[config.mk]
export PLATFORM = sky130hd
export DESIGN_NAME = config_frame_mem_rb
export DESIGN_NICKNAME = d
export VERILOG_FILES = /design/src/rtl/config_frame_mem_rb_pkg.sv /design/src/rtl/config_frame_mem_rb_shifter.sv /design/src/rtl/config_frame_mem_rb.sv
export SDC_FILE = /design/constraint.sdc
export NUM_CORES = 2
export LEC_CHECK = 0
export ABC_CLOCK_PERIOD_IN_PS = 29200
export CORE_AREA = 3 3 519 521
export DETAILED_ROUTE_END_ITERATION = 6
export DIE_AREA = 0 0 522 524
export PLACE_DENSITY_LB_ADDON = 0.25
export REMOVE_ABC_BUFFERS = 1
export SKIP_CTS_REPAIR_TIMING = 1
export SLEW_MARGIN = 20
export SYNTH_ARGS = -nofsm -noshare
export SYNTH_HDL_FRONTEND = slang
export SYNTH_HIERARCHICAL = 1
export SYNTH_SLANG_ARGS = --single-unit
[constraint.sdc]
create_clock -name CLK -period 29.2 [get_ports CLK]
set_input_delay 5.84 -clock CLK [delete_from_list [all_inputs] [get_ports CLK]]
set_output_delay 5.84 -clock CLK [all_outputs]
set_load 0.02 [all_outputs]
[src/rtl/config_frame_mem_rb_pkg.sv]
// Shared definitions for the clocked tile configuration memory with readback.
package config_frame_mem_rb_pkg;

  // Readback FSM states
  typedef enum logic [1:0] {
    RdIdle,
    RdLoad,
    RdShift
  } rdState_t;

  // Widest strobe bus the one-hot helpers accept
  localparam int unsigned MaxStrobeW = 256;

  // Index/counter width that stays at least one bit for degenerate sizes
  function automatic int unsigned cntWidth(input int unsigned n);
    return (n > 1) ? $clog2(n) : 1;
  endfunction

  // Exactly one bit set
  function automatic logic isOneHot(input logic [MaxStrobeW-1:0] v);
    return (v != '0) && ((v & (v - 1'b1)) == '0);
  endfunction

  // More than one bit set
  function automatic logic isMultiHot(input logic [MaxStrobeW-1:0] v);
    return (v != '0) && ((v & (v - 1'b1)) != '0);
  endfunction

endpackage

[src/rtl/config_frame_mem_rb_shifter.sv]
// Readback serializer: snapshots one frame and streams it LSB first with valid/ready.
module config_frame_shifter
  import config_frame_mem_rb_pkg::*;
#(
  parameter int unsigned FrameBitsPerRow = 32
) (
  input  logic                       CLK,
  input  logic                       RST,
  input  logic                       startRead,
  input  logic [FrameBitsPerRow-1:0] frameIn,
  input  logic                       ReadReady,
  output logic                       ReadData,
  output logic                       ReadValid,
  output logic                       ReadLast,
  output logic                       ReadIdle
);

  localparam int unsigned CntW = cntWidth(FrameBitsPerRow);
  localparam logic [CntW-1:0] LastIdx = CntW'(FrameBitsPerRow - 1);
  localparam logic [CntW-1:0] CntOne  = CntW'(1);

  rdState_t                   state;
  logic [FrameBitsPerRow-1:0] snapshot;
  logic [CntW-1:0]            cnt;
  logic [CntW-1:0]            nextCnt;

  assign nextCnt = cnt + CntOne;

  // Readback FSM with registered stream outputs; outputs only move on a handshake
  always_ff @(posedge CLK or posedge RST) begin
    if (RST) begin
      state     <= RdIdle;
      snapshot  <= '0;
      cnt       <= '0;
      ReadData  <= 1'b0;
      ReadValid <= 1'b0;
      ReadLast  <= 1'b0;
      ReadIdle  <= 1'b1;
    end else begin
      case (state)
        RdIdle: begin
          if (startRead) begin
            state    <= RdLoad;
            ReadIdle <= 1'b0;
          end
        end
        RdLoad: begin
          snapshot  <= frameIn;
          cnt       <= '0;
          ReadData  <= frameIn[0];
          ReadValid <= 1'b1;
          ReadLast  <= (LastIdx == '0);
          state     <= RdShift;
        end
        RdShift: begin
          if (ReadReady) begin
            if (cnt == LastIdx) begin
              state     <= RdIdle;
              ReadData  <= 1'b0;
              ReadValid <= 1'b0;
              ReadLast  <= 1'b0;
              ReadIdle  <= 1'b1;
            end else begin
              cnt      <= nextCnt;
              ReadData <= snapshot[nextCnt];
              ReadLast <= (nextCnt == LastIdx);
            end
          end
        end
        default: begin
          state     <= RdIdle;
          ReadValid <= 1'b0;
          ReadLast  <= 1'b0;
          ReadIdle  <= 1'b1;
        end
      endcase
    end
  end

endmodule

[src/rtl/config_frame_mem_rb.sv]
// Clocked tile configuration memory: frame registers written from the column frame bus,
// strobe checking with sticky error flags, and a serial readback port.
module config_frame_mem_rb
  import config_frame_mem_rb_pkg::*;
#(
  parameter int unsigned              MaxFramesPerCol = 20,
  parameter int unsigned              FrameBitsPerRow = 32,
  parameter int unsigned              NoConfigBits    = 640,
  parameter logic [NoConfigBits-1:0]  ResetBitstream  = '0
) (
  input  logic                                   CLK,
  input  logic                                   RST,
  input  logic [FrameBitsPerRow-1:0]             FrameData,
  input  logic [MaxFramesPerCol-1:0]             FrameStrobe,
  input  logic                                   ReadReq,
  input  logic [cntWidth(MaxFramesPerCol)-1:0]   ReadFrame,
  input  logic                                   ReadReady,
  output logic                                   ReadData,
  output logic                                   ReadValid,
  output logic                                   ReadLast,
  output logic                                   ReadIdle,
  output logic                                   StrobeErr,
  output logic                                   ReadErr,
  output logic [NoConfigBits-1:0]                ConfigBits,
  output logic [NoConfigBits-1:0]                ConfigBits_N
);

  localparam int unsigned IdxW      = cntWidth(MaxFramesPerCol);
  localparam int unsigned TotalBits = MaxFramesPerCol * FrameBitsPerRow;
  // Bits beyond NoConfigBits are held at zero so they read back as 0
  localparam logic [TotalBits-1:0] ValidMask  = TotalBits'({NoConfigBits{1'b1}});
  localparam logic [TotalBits-1:0] ResetImage = TotalBits'(ResetBitstream);

  logic [TotalBits-1:0]       frameMem;
  logic [IdxW-1:0]            readIdx;
  logic [FrameBitsPerRow-1:0] selFrame;
  logic                       strobeOneHot;
  logic                       strobeMulti;
  logic                       readInRange;
  logic                       readAccept;

  assign strobeOneHot = isOneHot(MaxStrobeW'(FrameStrobe));
  assign strobeMulti  = isMultiHot(MaxStrobeW'(FrameStrobe));
  assign readInRange  = (32'(ReadFrame) < MaxFramesPerCol);
  assign readAccept   = ReadIdle && ReadReq && readInRange;
  assign selFrame     = frameMem[32'(readIdx) * FrameBitsPerRow +: FrameBitsPerRow];

  assign ConfigBits   = frameMem[NoConfigBits-1:0];
  assign ConfigBits_N = ~frameMem[NoConfigBits-1:0];

  // Frame register array: one-hot strobe writes exactly one frame, anything else writes none
  always_ff @(posedge CLK or posedge RST) begin
    if (RST) begin
      frameMem <= ResetImage & ValidMask;
    end else if (strobeOneHot) begin
      for (int unsigned f = 0; f < MaxFramesPerCol; f++) begin
        if (FrameStrobe[f]) begin
          frameMem[f*FrameBitsPerRow +: FrameBitsPerRow] <=
            FrameData & ValidMask[f*FrameBitsPerRow +: FrameBitsPerRow];
        end
      end
    end
  end

  // Sticky error flags, cleared only by reset
  always_ff @(posedge CLK or posedge RST) begin
    if (RST) begin
      StrobeErr <= 1'b0;
      ReadErr   <= 1'b0;
    end else begin
      if (strobeMulti) StrobeErr <= 1'b1;
      if (ReadIdle && ReadReq && !readInRange) ReadErr <= 1'b1;
    end
  end

  // Frame index latched at request time so ReadFrame may change during LOAD
  always_ff @(posedge CLK or posedge RST) begin
    if (RST) begin
      readIdx <= '0;
    end else if (readAccept) begin
      readIdx <= ReadFrame;
    end
  end

  config_frame_shifter #(
    .FrameBitsPerRow(FrameBitsPerRow)
  ) shifter (
    .CLK       (CLK),
    .RST       (RST),
    .startRead (readAccept),
    .frameIn   (selFrame),
    .ReadReady (ReadReady),
    .ReadData  (ReadData),
    .ReadValid (ReadValid),
    .ReadLast  (ReadLast),
    .ReadIdle  (ReadIdle)
  );

endmodule

==> summary.txt <==
Run status
  • Status: finished, final reports clean

Worst setup path
  • Largest stage delay, worst path: 900 ps
  • CP Class: in -> async
  • Worst path cell trace: clkdlybuf4s50_1, clkinv_8, buf_4, buf_4, buf_4, buf_4
  • Worst path bufs/invs: 6
  • CP Capture Type: async pin
  • Crit Reg-Reg Endpoint: shifter/snapshot[8]
  • Critical R2R Launch: readIdx[0]
  • Worst setup SP type: input port
  • Critical path data arrival time: 10500 ps
  • FF-to-FF path depth: 9
  • CP max-delay cell: buf_4
  • CP top delay family: buffers and inverters
  • Internal reg-to-reg setup slack: 25170 ps
  • Worst EP required: 29860 ps
  • Most used cell, CP: buf_4
  • Crit path max fanout: 127

GRT
  • Largest net degree at the start of global routing: 128
  • Global route overflow: 0
  • Initial antenna violation count: 14
  • Vias in the first global route: 29.1k
  • GRT Util Overall: 0.163
  • Global-route wire length before repair: 300000 um

STA
  • Setup TNS: 0 ps
  • Period utilisation layout: 0.337
  • Minimum clock period: 9840 ps
  • Setup Viol. Count Final: 0
  • Fmax: 102 MHz
  • Clock skew: 43.5 ps
  • Final Hold Vio Count: 0
  • Final Slew Violations: 0
  • RSZ-0062 raised after global routing: no
  • Worst slew margin: 0.220
  • Slew at the pin closest to its max-slew limit: 1170 ps

Floorplanning
  • Die Span Y: 524 um
  • Initial Utilization: 0.138
  • Die area: 0.274 mm^2
  • Placeable Area: 0.265 mm^2
  • Die X: 522 um
  • Rows: 189
  • Number of I/O pins: 1347

Min path
  • Hold crit path type: reg -> reg
  • Hold Path End: shifter/snapshot[19]
  • Hold Path Stages: 2
  • Hold Startpoint: shifter/snapshot[19]

Yosys
  • YS warnings: 6
  • Syn Std Cell Area: 0.0365 mm^2
  • Sequential area share after synthesis: 0.473
  • Cell variety after synth: 54
  • Main flop type after synthesis: dfrtp_1
  • Asr flop ratio synth: 1.00
  • Synthesized area per cell: 13.5 um^2
  • Synthesized instance count: 2712
  • Synthesized flop and latch total: 690
  • Post-synth EDFFs: 0

Detailed routing
  • DRC: 0
  • Initial DRC Count: 1657
  • Via count: 27.4k
  • Post-DRT Antenna Nets: 0
  • Wirelength per Cell: 30.5 um
  • Vias per cell: 3.59
  • Detailed Route WL: 232000 um
  • Initial DRT Pass Iterations: 5

Place
  • IO buf count: 1346
  • Post-DP HPWL: 174000 um
  • Final RePlAce weighted congestion: 0.822

Clock tree
  • Clk slew on worst S/H paths: 60 ps
  • CTS max path bufs: 3
  • Clock root buffer: clkbuf_16
  • CTS Buf Count: 92
  • Worst-skew pair later-pin latency: 720 ps
  • CTS tree: built
  • Clock Sinks: 690
  • Htree depth: 3

Cells and area
  • Layout cells sized above 1: 0.258
  • Filler cells: 28.3k
  • Area added between synthesis and finish: 56.0%
  • Final nets: 4076

Power and ir drop
  • Leak pwr: 24.5 nW
  • PwrDens: 44.3 mW/mm^2
  • Power Total: 2.53 mW
  • Maximum vdd drop: 0.0393 mV

Job
  • Max-cap violation count: 0
-- report_power, final --
group	switching, mW	total, mW	internal (mW)	leakage (nW)
combinational	0.231	0.339	0.108	13.4
clock	0.493	1.21	0.712	1.52
sequential	0.0167	0.982	0.965	9.61
-- area by class of cell --
class	count	area, um^2	area share
flip-flops and latches	690	17300	0.304
multi-input cells	1179	15700	0.275
repair buffers	1404	14000	0.245
well taps	3533	4420	0.0776
clock buffers	126	2550	0.0448
inverters	645	2440	0.0428
clock inverters	41	591	0.0104
diodes	8	20.0	0.000352
-- metrics by stage --
step | instance area (um^2) | cells | worst slack (ps) | util | hold slack [ps]
3_5_place_dp | 53800 | 7451 | 18060 | 0.203 | 460
2_1_floorplan | 35300 | 2514 | 5230 | - | 437
4_1_cts | 56900 | 7618 | 18860 | 0.215 | 479
3_3_place_gp | 53700 | 7448 | 18160 | 0.203 | 460
6_report | 56900 | 7626 | 19360 | 0.215 | 472
5_1_grt | 56900 | 7620 | 18790 | 0.215 | 499
-- Yosys cell counts (all sizes together), types with 2 or more instances --
cell / count / area share
dfrtp: 689 / 0.47
inv: 645 / 0.066
mux2: 644 / 0.26
mux4: 168 / 0.10
clkbuf: 110 / 0.011
nand2: 107 / 0.011
buf: 88 / 0.021
mux2i: 64 / 0.018
nor2: 38 / 0.0039
a21oi: 37 / 0.0051
o22ai: 33 / 0.0057
nand3: 30 / 0.0099
o21ai: 7 / 0.00096
nand2b: 4 / 0.00069
nand3b: 4 / 0.0015
or4: 4 / 0.00093
ha: 3 / 0.0010
maj3: 3 / 0.00082
nor2b: 3 / 0.00051
a2111oi: 2 / 0.00048
a31o: 2 / 0.00048
nor3: 2 / 0.00027
o31ai: 2 / 0.00041
o41ai: 2 / 0.00048
or2: 2 / 0.00034
or3: 2 / 0.00034
xor2: 2 / 0.00069
-- registers in the layout (all words and copies together), names as in the netlist --
name and cells:
shifter/ReadLast 1, shifter/ReadValid 1, ConfigBits 640, ReadErr 1
shifter/cnt 5, shifter/state 2, shifter/snapshot 32, shifter/ReadData 1
shifter/ReadIdle 1, readIdx 5, StrobeErr 1
-- worst min-delay path: cells and delay by family, from the launching register on --
family | cells | cell delay (ps)
flip-flops | 1 | 340
AND/OR/NAND/NOR | 2 | 100
-- cell usage in the layout (no fill, tap or decap), types with 3 or more instances in the layout --
cell type / n
clkdlybuf4s50_1: 1342
dfrtp_1: 684
inv_1: 642
mux2_4: 570
mux4_2: 164
nand2_1: 106
clkbuf_16: 92
mux2_2: 74
mux2i_1: 64
buf_4: 48
nor2_1: 38
a21oi_1: 37
o22ai_1: 32
clkbuf_1: 22
nand3_4: 18
clkinv_2: 15
clkbuf_8: 12
nand3_1: 12
bufinv_16: 11
diode_2: 8
buf_6: 7
clkinvlp_4: 6
dfrtp_4: 5
inv_6: 4
buf_2: 4
o21ai_1: 4
mux4_1: 4
or4_1: 3
o21ai_0: 3
maj3_1: 3
buf_16: 3
ha_1: 3
-- worst max-delay path by stage --
stage	cells past startpoint	from	endpoint
after floorplan	1	RST	ConfigBits[0]
after global placement	6	RST	ConfigBits[51]
after detailed placement	6	RST	ConfigBits[53]
after CTS	6	RST	ConfigBits[450]
after global routing	6	RST	ConfigBits[450]
final	6	RST	ConfigBits[3]
-- layer usage --
layer / routed length, um / vias to the layer above / GRT usage
met5: 0 / - / 0
met4: 4630 / 0 / 0.0354
met3: 13000 / 185 / 0.0356
met2: 116000 / 1139 / 0.287
met1: 98400 / 14500 / 0.203
li1: - / 11600 / -
-- cells by family (layout without fill, tap and decap cells) --
| kind of cell | Yosys count | after routing | synth area share |
|---|---|---|---|
| fa+ha+maj | 6 | 6 | 0.00185 |
| other cells | 0 | 8 | 0 |
| flops | 690 | 690 | 0.473 |
| buf+inv | 843 | 2216 | 0.0991 |
| compound gates | 93 | 93 | 0.0155 |
| xor+xnor | 3 | 3 | 0.000926 |
| simple gates | 201 | 201 | 0.0305 |
| mux | 876 | 876 | 0.379 |
(Power assumes the default switching activity.)
